$ cat config.mk
export PLATFORM = sky130hd
export DESIGN_NAME = cp0_unit
export DESIGN_NICKNAME = d
export VERILOG_FILES = /design/src/rtl/cp0_unit.sv
export SDC_FILE = /design/constraint.sdc
export NUM_CORES = 1
export LEC_CHECK = 0
export ABC_CLOCK_PERIOD_IN_PS = 1800
export BUFFER_PORTS_ARGS = -buffer_cell sky130_fd_sc_hd__buf_2
export CAP_MARGIN = 30
export CORE_ASPECT_RATIO = 1.5
export CORE_MARGIN = 2
export CORE_UTILIZATION = 44
export DETAILED_ROUTE_END_ITERATION = 10
export PLACE_DENSITY = 0.77
export SETUP_SLACK_MARGIN = 0.1
export SLEW_MARGIN = 10
export SYNTH_ARGS = -nofsm -noshare
export SYNTH_HDL_FRONTEND = slang
export SYNTH_SLANG_ARGS = --single-unit
$ cat constraint.sdc
create_clock -name clk -period 1.8 [get_ports clk]
set_input_delay 0.36 -clock clk [delete_from_list [all_inputs] [get_ports clk]]
set_output_delay 0.36 -clock clk [all_outputs]
set_load 0.005 [all_outputs]
$ cat src/rtl/cp0_unit.sv
// Coprocessor-0 exception controller: SR/Cause/EPC/PRId plus combinational redirect request.
// req and dout are same-cycle combinational; register updates land on the next edge; no backpressure.
module cp0_unit #(
    parameter logic [31:0] PRID_VALUE = 32'h2023_0007
) (
    input  logic        clk,
    input  logic        reset,
    input  logic        en,
    input  logic [4:0]  addr,
    input  logic [31:0] din,
    output logic [31:0] dout,
    input  logic [31:0] VPC,
    input  logic        BDIn,
    input  logic [4:0]  ExcCodeIn,
    input  logic [5:0]  HWInt,
    input  logic        EXLClr,
    output logic [31:0] EPC_out,
    output logic        req
);

    logic [5:0]  im;
    logic        exl;
    logic        ie;
    logic        bd;
    logic [5:0]  ip;
    logic [4:0]  exccode;
    logic [31:0] epc;

    logic        int_req;
    logic        exc_req;
    logic [31:0] vpc_adj;
    logic [31:0] sr_word;
    logic [31:0] cause_word;

    // The live interrupt lines drive the decision; IP is only a sampled copy for software.
    assign int_req = (|(HWInt & im)) & ie & ~exl;
    assign exc_req = (ExcCodeIn != 5'd0) & ~exl;
    assign req     = int_req | exc_req;

    assign vpc_adj    = BDIn ? (VPC - 32'd4) : VPC;
    assign sr_word    = {16'd0, im, 8'd0, exl, ie};
    assign cause_word = {bd, 15'd0, ip, 3'd0, exccode, 2'd0};
    assign EPC_out    = epc;

    always_comb begin
        dout = 32'd0;
        case (addr)
            5'd12:   dout = sr_word;
            5'd13:   dout = cause_word;
            5'd14:   dout = epc;
            5'd15:   dout = PRID_VALUE;
            default: dout = 32'd0;
        endcase
    end

    always_ff @(posedge clk or posedge reset) begin
        if (reset) begin
            im      <= 6'd0;
            exl     <= 1'b0;
            ie      <= 1'b0;
            bd      <= 1'b0;
            ip      <= 6'd0;
            exccode <= 5'd0;
            epc     <= 32'd0;
        end else begin
            ip <= HWInt;
            if (req) begin
                // The victim is flushed, so any mtc0 or eret in M this cycle is discarded.
                exl     <= 1'b1;
                bd      <= BDIn;
                exccode <= int_req ? 5'd0 : ExcCodeIn;
                epc     <= vpc_adj & 32'hFFFF_FFFC;
            end else begin
                if (en && addr == 5'd12) begin
                    im  <= din[15:10];
                    exl <= din[1];
                    ie  <= din[0];
                end
                if (en && addr == 5'd14) begin
                    epc <= din & 32'hFFFF_FFFC;
                end
                // Placed after the mtc0 write so eret wins on EXL when both hit SR.
                if (EXLClr) begin
                    exl <= 1'b0;
                end
            end
        end
    end

endmodule

==> results of run 1 <==
==> path summary, 6_finish.rpt <==
kind                             from     endpoint  slack, ns  cells after the start
setup reg to reg                im[1]  EPC_out[22]          0                      9
setup / recovery                im[1]          req      -0.08                      6
max in group asynchronous       reset  EPC_out[25]       1.45                      3
hold reg to reg            exccode[1]   exccode[1]       0.48                      1
hold / removal                  reset  EPC_out[16]       0.10                      3
min in group clk             HWInt[3]        ip[3]       0.20                      1
==> routing by layer <==
layer  part of all wire (%)  track usage [%]  vias up
met5                      0                0        -
met4                    4.7             14.3        0
met3                    6.2             4.18       51
met2                     53             48.7      226
met1                     36             31.4     1969
li1                       -                -     1850
==> report_power, final <==
part	internal (µW)	total, µW	switching (µW)
logic	1420	2800	1380
clock network	509	893	384
registers	1600	2040	448
total	3520	5730	2210
==> through the flow <==
step | total power, µW | area [µm²]
3_5_place_dp | 4090 | 4780
5_1_grt | 6000 | 5500
4_1_cts | 5210 | 5110
6_report | 5730 | 5500
2_1_floorplan | 3100 | 3520
3_3_place_gp | 4000 | 4780
==> placed cells by master (no fill, tap or decap), types with 4 or more instances in the layout <==
master and n:
sky130_fd_sc_hd__nand4_1 8, sky130_fd_sc_hd__a31oi_4 5, sky130_fd_sc_hd__nor3b_1 6, sky130_fd_sc_hd__nor3_1 7, sky130_fd_sc_hd__or3_1 11, sky130_fd_sc_hd__and3_1 31, sky130_fd_sc_hd__buf_2 142, sky130_fd_sc_hd__a21oi_1 9
sky130_fd_sc_hd__inv_1 5, sky130_fd_sc_hd__a22oi_1 5, sky130_fd_sc_hd__a21boi_0 18, sky130_fd_sc_hd__a21o_1 5, sky130_fd_sc_hd__o31ai_1 8, sky130_fd_sc_hd__buf_12 8, sky130_fd_sc_hd__nor4_1 8, sky130_fd_sc_hd__nor4_4 11
sky130_fd_sc_hd__nand2_1 10, sky130_fd_sc_hd__a31oi_1 12, sky130_fd_sc_hd__xnor2_1 5, sky130_fd_sc_hd__nor2_1 32, sky130_fd_sc_hd__o21ai_0 8, sky130_fd_sc_hd__or4_1 7, sky130_fd_sc_hd__xor2_1 6, sky130_fd_sc_hd__dfrtp_1 50
sky130_fd_sc_hd__buf_4 57, sky130_fd_sc_hd__buf_8 4, sky130_fd_sc_hd__buf_6 8, sky130_fd_sc_hd__clkbuf_16 9, sky130_fd_sc_hd__mux2i_1 33, sky130_fd_sc_hd__mux2_4 6, sky130_fd_sc_hd__nor4_2 4
==> registers in the layout (all words and copies together), names as in the netlist <==
register / count
EPC_out: 30
bd: 1
exccode: 5
ie: 1
im: 6
ip: 6
exl: 1
==> worst max-delay path: stages, from the launching register on <==
cell and delay, ns:
sky130_fd_sc_hd__dfrtp_1 0.40, sky130_fd_sc_hd__a22oi_2 0.16, sky130_fd_sc_hd__buf_4 0.16, sky130_fd_sc_hd__a311oi_4 0.10, sky130_fd_sc_hd__nor2_2 0.15, sky130_fd_sc_hd__clkinv_2 0.12, sky130_fd_sc_hd__buf_6 0.13
==> cells by family (layout without fill, tap and decap cells) <==
logic type / after synthesis / count (layout) / synth area share, %
xor gates and xnor gates: 11 / 11 / 2.79
other: 1 / 2 / 0.109
and+or+nand+nor: 161 / 161 / 28.3
AOI/OAI and AO/OA: 80 / 80 / 15.8
buffers and inverters: 36 / 237 / 4.31
DFF: 50 / 50 / 36.2
muxes: 41 / 41 / 12.2
adders and majority gates: 1 / 1 / 0.362
==> layout make-up <==
type / count / area (µm²)
Clock buffer: 7 / 133
Sequential cell: 50 / 1250
Inverter: 7 / 27.5
Multi-Input combinational cell: 296 / 2410
Tap cell: 102 / 128
Timing Repair Buffer: 223 / 1550
Fill cell: 536 / 2110
==> repair_timing <==
item | in CTS | in global routing
setup buffers | 2 | 10
gates resized for setup | 35 | 33
pin swaps | 3 | 8
endpoints found under the setup margin | 55 | 48
gates cloned | 0 | 4
==> run summary, run 1 <==
The run finished, with violations left. The final reports fail on setup timing. The post-route clock period utilization is 104%. The mean number of vias per cell came out at between 5 and 6. The clock latency of the later-clocked register in the worst-skew pair came out at ~0.29 ns.

The setup slack after placement is -0.297 ns. The die footprint came out at about 8600 µm². The overall routing resource usage came out at ~27%. The share of flip-flops with an asynchronous set or reset came out at 100%. The static leakage is 0.00260 µW. Setup repair after global routing could not meet its margin everywhere. In this run, distinct cell masters in the synthesized netlist total 46. In this run the cell area of the synthesized design comes to 3450 µm². TritonCTS built the clock tree. In this run the worst hold path is classified as in -> async. The maximum clock insertion buffer count came out at 2. The first global-routing pass estimated about 19 mm of wire.

The proportion of netlist area held by the largest area contributor came out at between 30% and 40%. After layout, the worst setup slack is -0.0756 ns. The number of nets in the finished design is 669.

The number of pins exceeding their max-slew limit in the final report came out at 0. For the finished layout, the period the worst path requires is 1.88 ns. The number of placement rows came out at 39. The total overflow left after global routing is 0. The number of maximum-capacitance constraint violations came out at 0. The synthesized design contains 50 register bits. The initial antenna violation count is 0.

The total placed cells including tap cells is 662. Summed over all layers, the routed wires come to roughly 13 mm. Buffers placed on the I/O ports in this run total 145.

Of all nets on the critical path, the largest fanout is 3. The worst setup path is launched from a flip-flop. The final cell count without fillers is ~700. Setup violations remaining at the end of the flow were counted as 4. After synthesis, the mean cell area works out to 9.07 µm².

The synthesized design contains 0 enable-type register cells. The quantity of hold-fixing buffers added after cts is 0. The clock arrives with roughly 0.0030 ns of skew.

The clock sink total is 50. The final routed wire length divided by cell count came out at 19.5 µm. The number of H-tree branching levels is 2. STA classifies the critical path endpoint as an output port. The first-iteration detailed-routing DRC count came out at 294. The number of clock buffers inserted by TritonCTS is 5. The pin count of the biggest net entering global routing is 51. Counting instances in the post-synthesis netlist gives the leading cell types as sky130_fd_sc_hd__dfrtp_1, sky130_fd_sc_hd__nor2_1, sky130_fd_sc_hd__mux2i_1, sky130_fd_sc_hd__and3_1, sky130_fd_sc_hd__nor4_1. The root cell of the clock tree is sky130_fd_sc_hd__clkbuf_16. Yosys attributes the largest share of cell area to sky130_fd_sc_hd__dfrtp_1, sky130_fd_sc_hd__mux2i_1, sky130_fd_sc_hd__and3_1. The fraction of layout cells with a size suffix above 1 is 48.0%. The overall via count from detail_route is 4096. The placeable core area came out at 7610 µm². The number of inserted diodes is 0.

Synthesis produced a netlist whose cell count is roughly 380. The type of the worst setup path is reg -> out. The number of global-route vias before repair is around 3800. The slew of the pin with the lowest slew margin came out at 0.488 ns. For this run, the top clock speed supported by timing is 533 MHz.

The most common cell in the netlist is sky130_fd_sc_hd__dfrtp_1. Data on the critical path is required at its endpoint by roughly 1.4 ns. The number of remaining DRC errors came out at 0.

The relative slew slack is 67.2%. The first detailed-routing pass took 7 iterations. Final hold analysis gives a worst-case slack of ~0.10 ns. Once the floorplan was initialized, standard cells occupied 45.4% of the core. The synthesized design spends more area on one cell type than any other, namely sky130_fd_sc_hd__dfrtp_1. The count of final hold-check violations came out at 0. The congestion estimate from routability-driven global placement came to 0.974. The worst path arrival time came out at approximately 1.5 ns. The number of warnings printed during yosys synthesis is 0. The HPWL after detailed placement is 8.92 mm. From synthesis to final layout, the design area changed by 59.3%. Cells fill 72.3% of the core in the end. The die is 76.3 µm wide.

The number of top-level design ports came out at 150. The total negative slack for setup checks is -0.0912 ns. Once detail routing completed, the nets flagged for antenna violations numbered 0. The die is around 110 µm tall. IR analysis of the VDD net gives a maximum drop of around 0.56 mV.

Sequential elements use between 30% and 40% of the synthesized area. The primary flip-flop cell chosen by synthesis mapping is sky130_fd_sc_hd__dfrtp_1. The clock slew at the register clock pins of the worst setup and hold paths came out at 0.06 ns. The areal power density over the cells came out at 1040 nW/µm².
Note: power is estimated with default switching activity, not from simulation.
==> run 2: changes to the inputs <==
Settings changed: BUFFER_PORTS_ARGS -buffer_cell sky130_fd_sc_hd__buf_2 to -buffer_cell sky130_fd_sc_hd__buf_4.
==> run summary, run 2 (synthesis gave the netlist of run 1 again) <==
In this run the critical register-to-register path is captured at EPC_out[26]. The launch instance of the worst register-to-register path is im[2]. The post-route clock period utilization came out at 108% (+4.1 points). The post-route worst setup slack is -0.149 ns (-0.0734 ns). The required time at the endpoint of the critical path came out at 1.44 ns (about the same).

The antenna violation net count after detailed routing came out at 0 (unchanged). The final estimated routing congestion in global placement came out at 0.963 (-1.1%). The number of H-tree branching levels is 2 (unchanged). The slew of the pin with the lowest slew margin is 0.567 ns (+0.0790 ns). The placeable core area came to 7610 µm² (unchanged). Leaving out fill and tap cells, the most frequent cells in the layout are sky130_fd_sc_hd__buf_4, sky130_fd_sc_hd__dfrtp_1, sky130_fd_sc_hd__nor2_1, sky130_fd_sc_hd__mux2i_1, sky130_fd_sc_hd__and3_1. The overall via count from detail_route is 4085 (-0.27%). The number of top-level design ports is 150 (unchanged). Leaving out fill and tap cells, the most frequent cell in the layout is sky130_fd_sc_hd__buf_4.

The initial antenna violation count came out at 0 (unchanged). STA classifies the critical path startpoint as a flip-flop. The synthesis-to-finish area growth is 67.4%. The root buffer cell chosen for the clock tree is sky130_fd_sc_hd__clkbuf_16. The buffering stage count on the worst path with inverters included came out at 3 (unchanged). The clock latency of the later-clocked register in the worst-skew pair came out at 0.29 ns (about the same).

The number of remaining DRC errors came to 0 (unchanged). The die outline height came out at 113 µm (unchanged). The final routed wire length divided by cell count came out at 20.4 µm (+4.4%). The global-route wire length before repair is 19.3 mm (+3.7%). The clock sink total came out at 50 (unchanged). The maximum clock insertion buffer count is 2 (unchanged). The first-iteration detailed-routing DRC count is 280 (-4.8%). The worst hold-check slack came to 0.111 ns (+0.0107 ns). The number of inserted diodes is 0 (unchanged). The path type of the worst min-delay path is in -> async. The initial cell density of the core came out at 45.4% (unchanged).

Traced cell by cell, the critical path runs through a22oi_2 > buf_4 > a311oi_4 > nor2_2 > clkinv_2 > buf_6. The pin count of the biggest net entering global routing came out at 51 (unchanged). The post-route minimum period is 1.95 ns (+0.0734 ns). The fraction of layout cells with a size suffix above 1 came out at 48.1% (+0.056 points). The areal power density over the cells came to 1040 nW/µm² (+0.24%).

The run finished, with violations left. STA classifies the critical path endpoint as an output port. Among cell families on the critical path, the largest total delay comes from buffers and inverters. The depth of the critical timing path with buffers and inverters included is 6 (unchanged). The number of clock buffers inserted by TritonCTS came out at 5 (unchanged).

Setup repair after global routing could not meet its margin everywhere. The total placed cells including tap cells came out at 658 (-0.60%). The number of search-and-repair iterations in the first detailed-routing pass came out at 5 (-2). The width of the die came out at 76.3 µm (unchanged). The worst reg-to-reg path cell count was 9 (unchanged). The die footprint came out at 8590 µm² (unchanged).

The count of fill cells added during filler insertion came to 501 (-6.5%). The HPWL after detailed placement came out at 9.08 mm (+1.8%). The clock slew at the register clock pins of the worst setup and hold paths came out at 0.06 ns (about the same).

The flip-flop count of the largest register, all copies and words added is 30 (unchanged). The highest attainable clock frequency was 513 MHz (-3.8%). The number of global-route vias before repair came out at 3863 (+0.73%). The number of pins exceeding their max-slew limit in the final report came out at 0 (unchanged). Following the worst setup path forward leads to its endpoint at req.

The number of maximum-capacitance constraint violations came out at 0 (unchanged). The final setup violation count came out at 17 (+13). The final worst clock skew came to 0.00469 ns (+0.00168 ns). The slowest stage of the critical path is the sky130_fd_sc_hd__dfrtp_1 cell. The total of buffers placed on input and output ports came out at 145 (unchanged). The total routed wirelength is 13.8 mm (+3.1%).

The relative slew slack came to 61.8% (-5.3 points). The worst-case register-to-register setup slack is -0.07 ns (-0.07 ns). The count of final hold-check violations is 0 (unchanged). The worst IR drop on VDD was 0.647 mV (+16%). The critical path starts at im[2]. The highest cell delay on the worst timing path came out at 0.40 ns (about the same).

The overall routing resource usage is 27.9% (+0.55 points). The mean number of vias per cell is 6.04 (+1.1%). The type of the worst setup path is reg -> out. The total global routing overflow came out at 0 (unchanged). The static leakage is 0.00265 µW (+1.9%).

The largest fanout on the critical path came out at 2 (-1). The number of placement rows came out at 39 (unchanged). The number of nets in the finished design is 659 (-1.5%).

The worst path arrival time is 1.59 ns (+0.07 ns). TritonCTS built the clock tree. The final cell count without fillers came out at 676 (-1.3%). The final reports fail on setup timing.
[run 2: through the flow]
step | instance area [µm²] | power [µW] | utilization, % | setup WS [ns] | setup TNS [ns]
floorplan | 3520 | 3100 | - | -0.0732 | -0.106
global placement | 5100 | 4250 | 66.9 | -0.267 | -4.67
detailed placement | 5100 | 4330 | 66.9 | -0.285 | -5.60
CTS | 5510 | 5530 | 72.4 | -0.0942 | -0.0942
global route | 5780 | 6310 | 76.0 | -0.197 | -2.07
finish | 5780 | 6040 | 76.0 | -0.149 | -0.668
[run 2: worst register-to-register path: stages (launching register included)]
cell and delay (ns):
sky130_fd_sc_hd__dfrtp_1 0.40, sky130_fd_sc_hd__a22oi_2 0.21, sky130_fd_sc_hd__buf_4 0.16, sky130_fd_sc_hd__a311oi_4 0.09, sky130_fd_sc_hd__nor2_2 0.17, sky130_fd_sc_hd__clkinv_2 0.13, sky130_fd_sc_hd__buf_4 0.16, sky130_fd_sc_hd__buf_6 0.13
sky130_fd_sc_hd__clkbuf_16 0.16, sky130_fd_sc_hd__a31oi_1 0.16
[run 2: worst min-delay path by stage]
stage / start / endpoint / slack [ns] / cells after the start
after floorplan: HWInt[0] / ip[0] / 0.39 / 0
after global placement: reset / EPC_out[16] / 0.43 / 3
after CTS: reset / EPC_out[16] / 0.13 / 3
after detailed placement: reset / EPC_out[16] / 0.43 / 3
final: reset / EPC_out[22] / 0.11 / 3
after global routing: reset / EPC_out[21] / 0.15 / 3
[run 2: metal layers]
layer	vias to the layer above	track usage [%]	part of all wire, %
met5	-	0	0
met1	2025	33.2	37
met3	40	2.97	5.3
li1	1825	-	-
met4	0	10.7	3.2
met2	195	51.2	54
[run 2: what timing repair did]
item,4_1_cts,5_1_grt
buffers inserted,5,3
pin swaps,9,10
gates resized for setup,47,28
gates cloned,1,2
hold buffers,0,0
endpoints found under the setup margin,65,49
[run 2: area by class of cell]
cell class	instances	area [µm²]	share of cell area, %
Clock buffer	7	143	2.47
Clock inverter	1	5.00	0.0865
Inverter	7	27.5	0.476
Multi-Input combinational cell	296	2450	42.4
Sequential cell	50	1250	21.6
Tap cell	102	128	2.21
Timing Repair Buffer	213	1780	30.7
[run 2: report_power, final]
part / switching (µW) / total (µW) / internal [µW]
Clock: 392 / 943 / 551
Combinational: 1400 / 3060 / 1660
Sequential: 443 / 2040 / 1600
